`src/rtl/n163_sound_loader.sv`:
```
// Burst loader for Namco 163 sound RAM: streams bytes through the $F800 address
// port and the $4800 data port, one bus phase per CPU cycle strobe.
module n163_sound_loader #(
  parameter int LEN_W = 7
) (
  input  logic             clk,
  input  logic             reset,
  input  logic             ce,
  input  logic             cmd_valid,
  output logic             cmd_ready,
  input  logic             cmd_write,
  input  logic [6:0]       cmd_addr,
  input  logic [LEN_W-1:0] cmd_len,
  input  logic             wr_valid,
  output logic             wr_ready,
  input  logic [7:0]       wr_data,
  output logic             rd_valid,
  output logic [7:0]       rd_data,
  output logic             done,
  output logic [15:0]      prg_ain,
  output logic             prg_write,
  output logic             prg_read,
  output logic [7:0]       prg_din,
  input  logic [7:0]       prg_dout
);

  localparam logic [2:0] S_IDLE = 3'd0;
  localparam logic [2:0] S_ADDR = 3'd1;
  localparam logic [2:0] S_GAP  = 3'd2;
  localparam logic [2:0] S_DATA = 3'd3;
  localparam logic [2:0] S_DONE = 3'd4;

  localparam logic [15:0] A_ADDR_PORT = 16'hF800;
  localparam logic [15:0] A_DATA_PORT = 16'h4800;

  typedef struct packed {
    logic [15:0] ain;
    logic        wr;
    logic        rd;
    logic [7:0]  din;
  } bus_t;

  function automatic bus_t f_bus_idle();
    return '{16'h0000, 1'b0, 1'b0, 8'h00};
  endfunction

  // Bit 7 of the address-port byte turns on the mapper's autoincrement.
  function automatic bus_t f_bus_addr(input logic [6:0] addr);
    return '{A_ADDR_PORT, 1'b1, 1'b0, {1'b1, addr}};
  endfunction

  function automatic bus_t f_bus_wdata(input logic [7:0] d);
    return '{A_DATA_PORT, 1'b1, 1'b0, d};
  endfunction

  function automatic bus_t f_bus_rdata();
    return '{A_DATA_PORT, 1'b0, 1'b1, 8'h00};
  endfunction

  logic [2:0]       r_state;
  logic             r_write;
  logic [6:0]       r_addr;
  logic [LEN_W-1:0] r_rem;
  logic             r_addr_on;
  logic             r_held;
  logic [7:0]       r_byte;
  bus_t             r_bus;
  logic             r_rd_valid;
  logic [7:0]       r_rd_data;
  logic             r_done;

  logic             w_wr_take;
  logic             w_byte_rdy;
  logic [7:0]       w_byte;

  assign cmd_ready  = (r_state == S_IDLE);
  assign wr_ready   = (r_state == S_GAP) && r_write && !r_held;
  assign w_wr_take  = wr_valid && wr_ready;
  // A byte arriving on the very edge that closes GAP still counts as held.
  assign w_byte_rdy = r_held || w_wr_take;
  assign w_byte     = r_held ? r_byte : wr_data;

  assign prg_ain   = r_bus.ain;
  assign prg_write = r_bus.wr;
  assign prg_read  = r_bus.rd;
  assign prg_din   = r_bus.din;
  assign rd_valid  = r_rd_valid;
  assign rd_data   = r_rd_data;
  assign done      = r_done;

  always_ff @(posedge clk) begin
    if (w_wr_take) r_byte <= wr_data;
  end

  always_ff @(posedge clk or posedge reset) begin
    if (reset) begin
      r_state    <= S_IDLE;
      r_write    <= 1'b0;
      r_addr     <= '0;
      r_rem      <= '0;
      r_addr_on  <= 1'b0;
      r_held     <= 1'b0;
      r_bus      <= f_bus_idle();
      r_rd_valid <= 1'b0;
      r_rd_data  <= 8'h00;
      r_done     <= 1'b0;
    end else begin
      r_rd_valid <= 1'b0;
      r_done     <= 1'b0;
      if (w_wr_take) r_held <= 1'b1;
      case (r_state)
        S_IDLE: begin
          if (cmd_valid) begin
            r_write   <= cmd_write;
            r_addr    <= cmd_addr;
            r_rem     <= cmd_len;
            r_addr_on <= 1'b0;
            r_state   <= S_ADDR;
          end
        end
        // The address phase opens on the first strobe after the command is taken.
        S_ADDR: begin
          if (ce) begin
            if (!r_addr_on) begin
              r_bus     <= f_bus_addr(r_addr);
              r_addr_on <= 1'b1;
            end else begin
              r_bus   <= f_bus_idle();
              r_state <= S_GAP;
            end
          end
        end
        S_GAP: begin
          if (ce && (!r_write || w_byte_rdy)) begin
            r_bus   <= r_write ? f_bus_wdata(w_byte) : f_bus_rdata();
            r_held  <= 1'b0;
            r_state <= S_DATA;
          end
        end
        S_DATA: begin
          if (ce) begin
            r_bus <= f_bus_idle();
            if (!r_write) begin
              r_rd_valid <= 1'b1;
              r_rd_data  <= prg_dout;
            end
            if (r_rem == '0) begin
              r_state <= S_DONE;
            end else begin
              r_rem   <= r_rem - LEN_W'(1);
              r_state <= S_GAP;
            end
          end
        end
        S_DONE: begin
          if (ce) begin
            r_done  <= 1'b1;
            r_state <= S_IDLE;
          end
        end
        default: r_state <= S_IDLE;
      endcase
    end
  end

endmodule

```
`config.mk`:
```
export PLATFORM = sky130hd
export DESIGN_NAME = n163_sound_loader
export DESIGN_NICKNAME = d
export VERILOG_FILES = /design/src/rtl/n163_sound_loader.sv
export SDC_FILE = /design/constraint.sdc
export NUM_CORES = 1
export LEC_CHECK = 0
export ABC_CLOCK_PERIOD_IN_PS = 3000
export CAP_MARGIN = 5
export CELL_PAD_IN_SITES_DETAIL_PLACEMENT = 1
export CELL_PAD_IN_SITES_GLOBAL_PLACEMENT = 2
export CORE_MARGIN = 5
export CORE_UTILIZATION = 32
export CTS_BUF_LIST = sky130_fd_sc_hd__clkbuf_8
export CTS_CLUSTER_DIAMETER = 200
export DETAILED_ROUTE_END_ITERATION = 7
export GPL_ROUTABILITY_DRIVEN = 0
export HOLD_SLACK_MARGIN = 0.08
export PLACE_DENSITY = 0.93
export REMOVE_ABC_BUFFERS = 1
export SLEW_MARGIN = 20
export SYNTH_ARGS = -nofsm -noshare
export SYNTH_HDL_FRONTEND = slang
export SYNTH_SLANG_ARGS = --single-unit
```
`constraint.sdc`:
```
create_clock -name clk -period 3 [get_ports clk]
set_input_delay 0.6 -clock clk [delete_from_list [all_inputs] [get_ports clk]]
set_output_delay 0.6 -clock clk [all_outputs]
set_load 0.05 [all_outputs]
```
==> flow_summary.toml, run 1 <==
[final_layout]
fin_nets = 315
drive_above_1_share = 0.147
syn_to_final_growth_pct = 32.0
fin_area_um2 = 3200
antennaDiodeCount = 0
fillers = 816

[synthesis]
synthSimpleGateAreaFrac = 0.132
synth-seq-area-share = 0.532
synth_top_family_by_area = "multiplexers"
ys_warn_count = 0
synth_adder_area_share = 0.00515
synth_top_area_frac = 0.433
syn_area_per_cell_um2 = 11.1
yosys.area.top_type = "dfrtp_1"
synth_area_um2 = 2430
synthMuxAreaShare = 0.139
synth_xor_area_frac = 0.00361
synth_compound_area_frac = 0.113
ys_types = 38
synth_cells = 218
synth.area.top_cells = "dfrtp_1 43%, edfxtp_1 9.9%, mux2_2 9.7%"
ys_ff_latch = 50

[pwr]
leakage_nw = 1.33
power.switching_mw = 1.60
p_seq_frac = 0.345
pwr_density_cell_nw_per_um2 = 1090
fin_total_pwr_mw = 3.48
p_clk_frac = 0.116
p_int_mw = 1.88
vdd_drop_max_v = 0.000542
pwr-share-comb = 0.539
switching_share = 0.460

[cts]
insertion_delay_ps = 300
cts_buffers = 5
cts_setup_buffers = 0
h-tree-depth = 2
clk_path_buf_depth = 2
cts.sinks = 50
cts_resized = 0
clk_pin_slew_ps = 90
cts_root_buf = "clkbuf_8"
hold_buffers = 0
cts_tree = "built"

[timing]
max_freq_mhz = 386
slew_headroom = 0.566
finalHoldViolations = 0
setup_viol = 0
tightest_slew_ps = 649
tns_ps = 0
final_max_slew_viol_count = 0
fin_skew_ps = 7.85
min_period_ps = 2590
period_share = 0.865
hold_ws_ps = 481
rsz0062_at_grt = "false"

[job]
max_cap_viol_count = 0

[floorplan]
dieWidth_um = 97.1
core_um2 = 7330
boundaryPins = 74
rows = 31
die_h_um = 97.1
die-area_um2 = 9430
initial_core_util = 0.331

[grt]
antenna_found_initial = 0
grt_overflow = 0
grt_pass1_wl_um = 9860
grt_pass1_vias = 1997
grtUsageTotal = 0.127
grt_max_degree = 43

[worst_setup_path]
start_kind = "register"
worstSetupPathType = "reg2out"
r2r_cells = 5
critPathArrivalTime_ps = 1990
required_ps = 2400
end_kind = "primary output"
path_max_fanout = 15

[placement]
numPortBuffers = 62
postPlaceCellArea_um2 = 3110
hpwl_um = 4520

[detailed_routing]
viasPerCell = 4.81
ant_nets = 0
drt_wl_total_um = 5940
drc = 0
wire_per_inst_um = 15.7
first_pass_iters = 4
drt_iter0_drc = 82
via_count = 1818

[min_path]
hp-class = "reg2reg"
whs_path_depth = 2

[run_status]
outcome = "finished, final reports clean"
worst paths after layout:
path                            slack (ps)         end        from
worst max-delay path                   410    wr_ready  r_state[0]
worst max register to register         720   r_byte[0]  r_state[0]
min in group asynchronous              730  rd_data[3]       reset
worst min register to register         480   r_addr[1]   r_addr[1]
worst min-delay path                   480   r_addr[1]   r_addr[1]
max in group asynchronous             1890    r_rem[3]       reset
power by group through the flow:
stage               clock network, mW  logic [mW]  registers (mW)
global placement                    0        1.84            1.21
detailed placement                  0        1.89            1.22
floorplan                           0       0.757            1.69
CTS                             0.425        1.90            1.21
global route                    0.456        2.00            1.25
finish                          0.403        1.88            1.20
sequential cells by signal (all words and copies together) (netlist names):
register / count
done: 1
r_write: 1
r_addr: 7
rd_data: 8
r_addr_on: 1
r_held: 1
r_byte: 8
rd_valid: 1
prg_write: 1
prg_din: 8
r_rem: 7
prg_ain: 2
prg_read: 1
r_state: 3
layout by cell type, fill, tap and decap left out, drive strengths merged, types with 4 or more instances in the layout:
master / count
conb: 11
o22ai: 5
edfxtp: 8
o2bb2ai: 9
dfrtp: 42
clkdlybuf4s50: 61
nand2: 31
o21ai: 6
nor2: 10
mux2: 21
inv: 6
buf: 6
nor2b: 4
a31oi: 4
clkbuf: 5
mux2i: 10
a21oi: 7
logic make-up after synthesis:
kind of cell | Yosys count
adder cells (fa/ha/maj) | 1
flip-flops | 50
AND/OR/NAND/NOR | 65
other | 1
AO/OA/AOI/OAI | 39
XOR/XNOR | 1
multiplexers | 31
buffers and inverters | 30
cell type report:
| class | count | area, um^2 | share of cell area |
|---|---|---|---|
| clock buffers | 5 | 68.8 | 0.0215 |
| clock inverters | 3 | 23.8 | 0.00742 |
| inverters | 6 | 22.5 | 0.00703 |
| multi-input cells | 148 | 1000 | 0.314 |
| flip-flops and latches | 50 | 1290 | 0.403 |
| well taps | 99 | 124 | 0.0387 |
| repair buffers | 67 | 668 | 0.209 |
Yosys cell counts:
cell type,instances
a21oi_1,7
a31oi_1,4
and3b_1,1
a32o_1,1
mux2i_1,10
or3b_1,1
nor3b_1,3
nand3b_1,2
a22oi_1,1
nand2b_1,1
dfrtp_1,42
and4_1,1
conb_1,1
a31o_2,1
nor2_1,9
mux2_2,21
o22a_1,2
clkbuf_1,5
xnor2_1,1
inv_1,6
and2_1,2
nor4b_1,2
buf_2,3
o21ai_0,6
o22ai_1,5
nor3_1,3
nand2_1,31
nand3_1,1
buf_6,1
o21a_1,1
o2bb2ai_1,9
nor2_2,1
and3_1,3
ha_1,1
nor2b_1,4
buf_4,15
edfxtp_1,8
o221a_2,2
metal layers:
layer | global-route usage | vias up | routed length (um)
met5 | 0 | - | 0
met4 | 0.0324 | 0 | 51
met3 | 0.0452 | 4 | 425
met2 | 0.212 | 56 | 2870
met1 | 0.154 | 894 | 2600
li1 | - | 864 | -
critical path: stages (launching register included):
cell,delay [ps]
dfrtp_1,540
nor3b_1,250
buf_4,170
nand2_1,240
nor2_1,320
buf_12,180
metrics by stage:
stage | cells | worst slack, ps | utilization
floorplan | 204 | 368 | -
global placement | 370 | 733 | 0.424
detailed placement | 370 | 648 | 0.424
CTS | 378 | 361 | 0.437
global route | 378 | 215 | 0.437
finish | 378 | 406 | 0.437
(Power assumes the default switching activity.)
==> run 2: changes to the inputs <==
--- a/config.mk
+++ b/config.mk
@@ -9,7 +9,7 @@
 export CAP_MARGIN = 5
 export CELL_PAD_IN_SITES_DETAIL_PLACEMENT = 1
 export CELL_PAD_IN_SITES_GLOBAL_PLACEMENT = 2
-export CORE_MARGIN = 5
+export CORE_MARGIN = 4
 export CORE_UTILIZATION = 32
 export CTS_BUF_LIST = sky130_fd_sc_hd__clkbuf_8
 export CTS_CLUSTER_DIAMETER = 200
==> run 2 against run 1 <==
Clock power is 22% higher. Via count is 0.50% higher. Die area is 4.1% lower. Sequential power hardly changed. Non-clock buffer count is 1 higher. Worst hold slack better by 6.6 ps. First-iteration DRC count is 33% lower. Global-route usage is 1.1 points higher. Largest power group unchanged.
==> flow_summary.toml, run 2 (same netlist as run 1, synthesis figures left out) <==
[run_status]
outcome = "finished, final reports clean"

[final_layout]
final_common_cell = "clkdlybuf4s50_1"
fin_area_um2 = 3230
seq_area_um2 = 1290
fillers = 805
drive_above_1_share = 0.146
final_cells = 379
final_core_utilization = 0.441
mostFrequentLayoutCells = "61 x clkdlybuf4s50_1, 42 x dfrtp_1, 31 x nand2_1"
fin_nets = 316
multiInputGateArea_um2 = 1000
syn_to_final_growth_pct = 33.0
antennaDiodeCount = 0

[pwr]
leakage_nw = 1.35
pwr_density_cell_nw_per_um2 = 1110
vdd_drop_max_v = 0.000495
fin_total_pwr_mw = 3.58

[placement]
numPortBuffers = 62
placed_cells = 371
postPlaceCellArea_um2 = 3110
hpwl_um = 4640
dp_worst_setup_slack_ps = 637

[timing]
final_max_slew_viol_count = 0
finalWorstSetupSlack_ps = 377
hold_ws_ps = 487
tightest_slew_ps = 728
fin_skew_ps = 7.14
period_share = 0.874
finalHoldViolations = 0
setup_viol = 0
min_period_ps = 2620
slew_headroom = 0.513
tns_ps = 0
rsz0062_at_grt = "false"
max_freq_mhz = 381

[cts]
cts_root_buf = "clkbuf_8"
h-tree-depth = 2
cts.sinks = 50
cts_resized = 0
cts_tree = "built"
clk_pin_slew_ps = 100
cts_setup_buffers = 0
hold_buffers = 0
cts_buffers = 5
insertion_delay_ps = 300
clk_path_buf_depth = 2

[worst_setup_path]
path_max_fanout = 15
required_ps = 2400
r2r_cells = 5
slowest_delay_ps = 560
cp_cell_sequence = "nor3b_1, buf_4, nand2_1, nor2_1, buf_12"
cp_slowest_cell = "dfrtp_1"
end_kind = "primary output"
worstSetupPathType = "reg2out"
critPathArrivalTime_ps = 2020
start_kind = "register"

[floorplan]
dieWidth_um = 95.1
rows = 31
die-area_um2 = 9040
die_h_um = 95.1
boundaryPins = 74
core_um2 = 7330
initial_core_util = 0.331

[grt]
grt_pass1_wl_um = 9680
grtUsageTotal = 0.137
grt_overflow = 0
grt_pass1_vias = 1929
grt_max_degree = 43
antenna_found_initial = 0

[detailed_routing]
ant_nets = 0
drt_wl_total_um = 6080
via_count = 1827
viasPerCell = 4.82
drc = 0
first_pass_iters = 4
drt_iter0_drc = 55
wire_per_inst_um = 16.0

[job]
max_cap_viol_count = 0

[min_path]
hp-class = "reg2reg"
whs_path_depth = 2
[run 2: cell count changes in the layout (fill, tap and decap cells not counted)]
cell / before / now
bufinv_16: 0 / 1
clkinv_4: 0 / 1
nor3_1: 2 / 3
clkinvlp_4: 2 / 0
buf_4: 5 / 6
nor3_2: 1 / 0
[run 2: final timing paths]
path | start | endpoint | slack [ps]
max in group asynchronous | reset | r_addr[5] | 1900
setup reg to reg | r_state[0] | r_byte[7] | 720
min in group asynchronous | reset | rd_data[0] | 720
setup / recovery | r_state[0] | wr_ready | 380
hold reg to reg | r_addr[0] | r_addr[0] | 490
hold / removal | r_addr[0] | r_addr[0] | 490
[run 2: layout make-up]
type / instances / share of cell area
sequential: 50 / 0.400
multi-input combinational: 148 / 0.310
timing repair buffer: 68 / 0.209
tap: 99 / 0.0384
clock buffer: 5 / 0.0213
clock inverter: 3 / 0.0147
inverter: 6 / 0.00697
[run 2: worst max-delay path, delay by kind of cell (launching register included)]
kind	cells	cell delay, ps
buf+inv	2	350
simple gates	3	810
flops	1	560
[run 2: layer usage]
layer | global-route usage | wire, um
met5 | 0 | 0
met4 | 0.0252 | 36
met3 | 0.0505 | 459
met2 | 0.236 | 3050
met1 | 0.167 | 2530
[run 2: power breakdown]
part / switching, mW / total (mW) / internal [mW]
Clock: 0.238 / 0.491 / 0.253
Sequential: 0.246 / 1.21 / 0.961
Combinational: 1.13 / 1.88 / 0.752
Total: 1.61 / 3.58 / 1.97
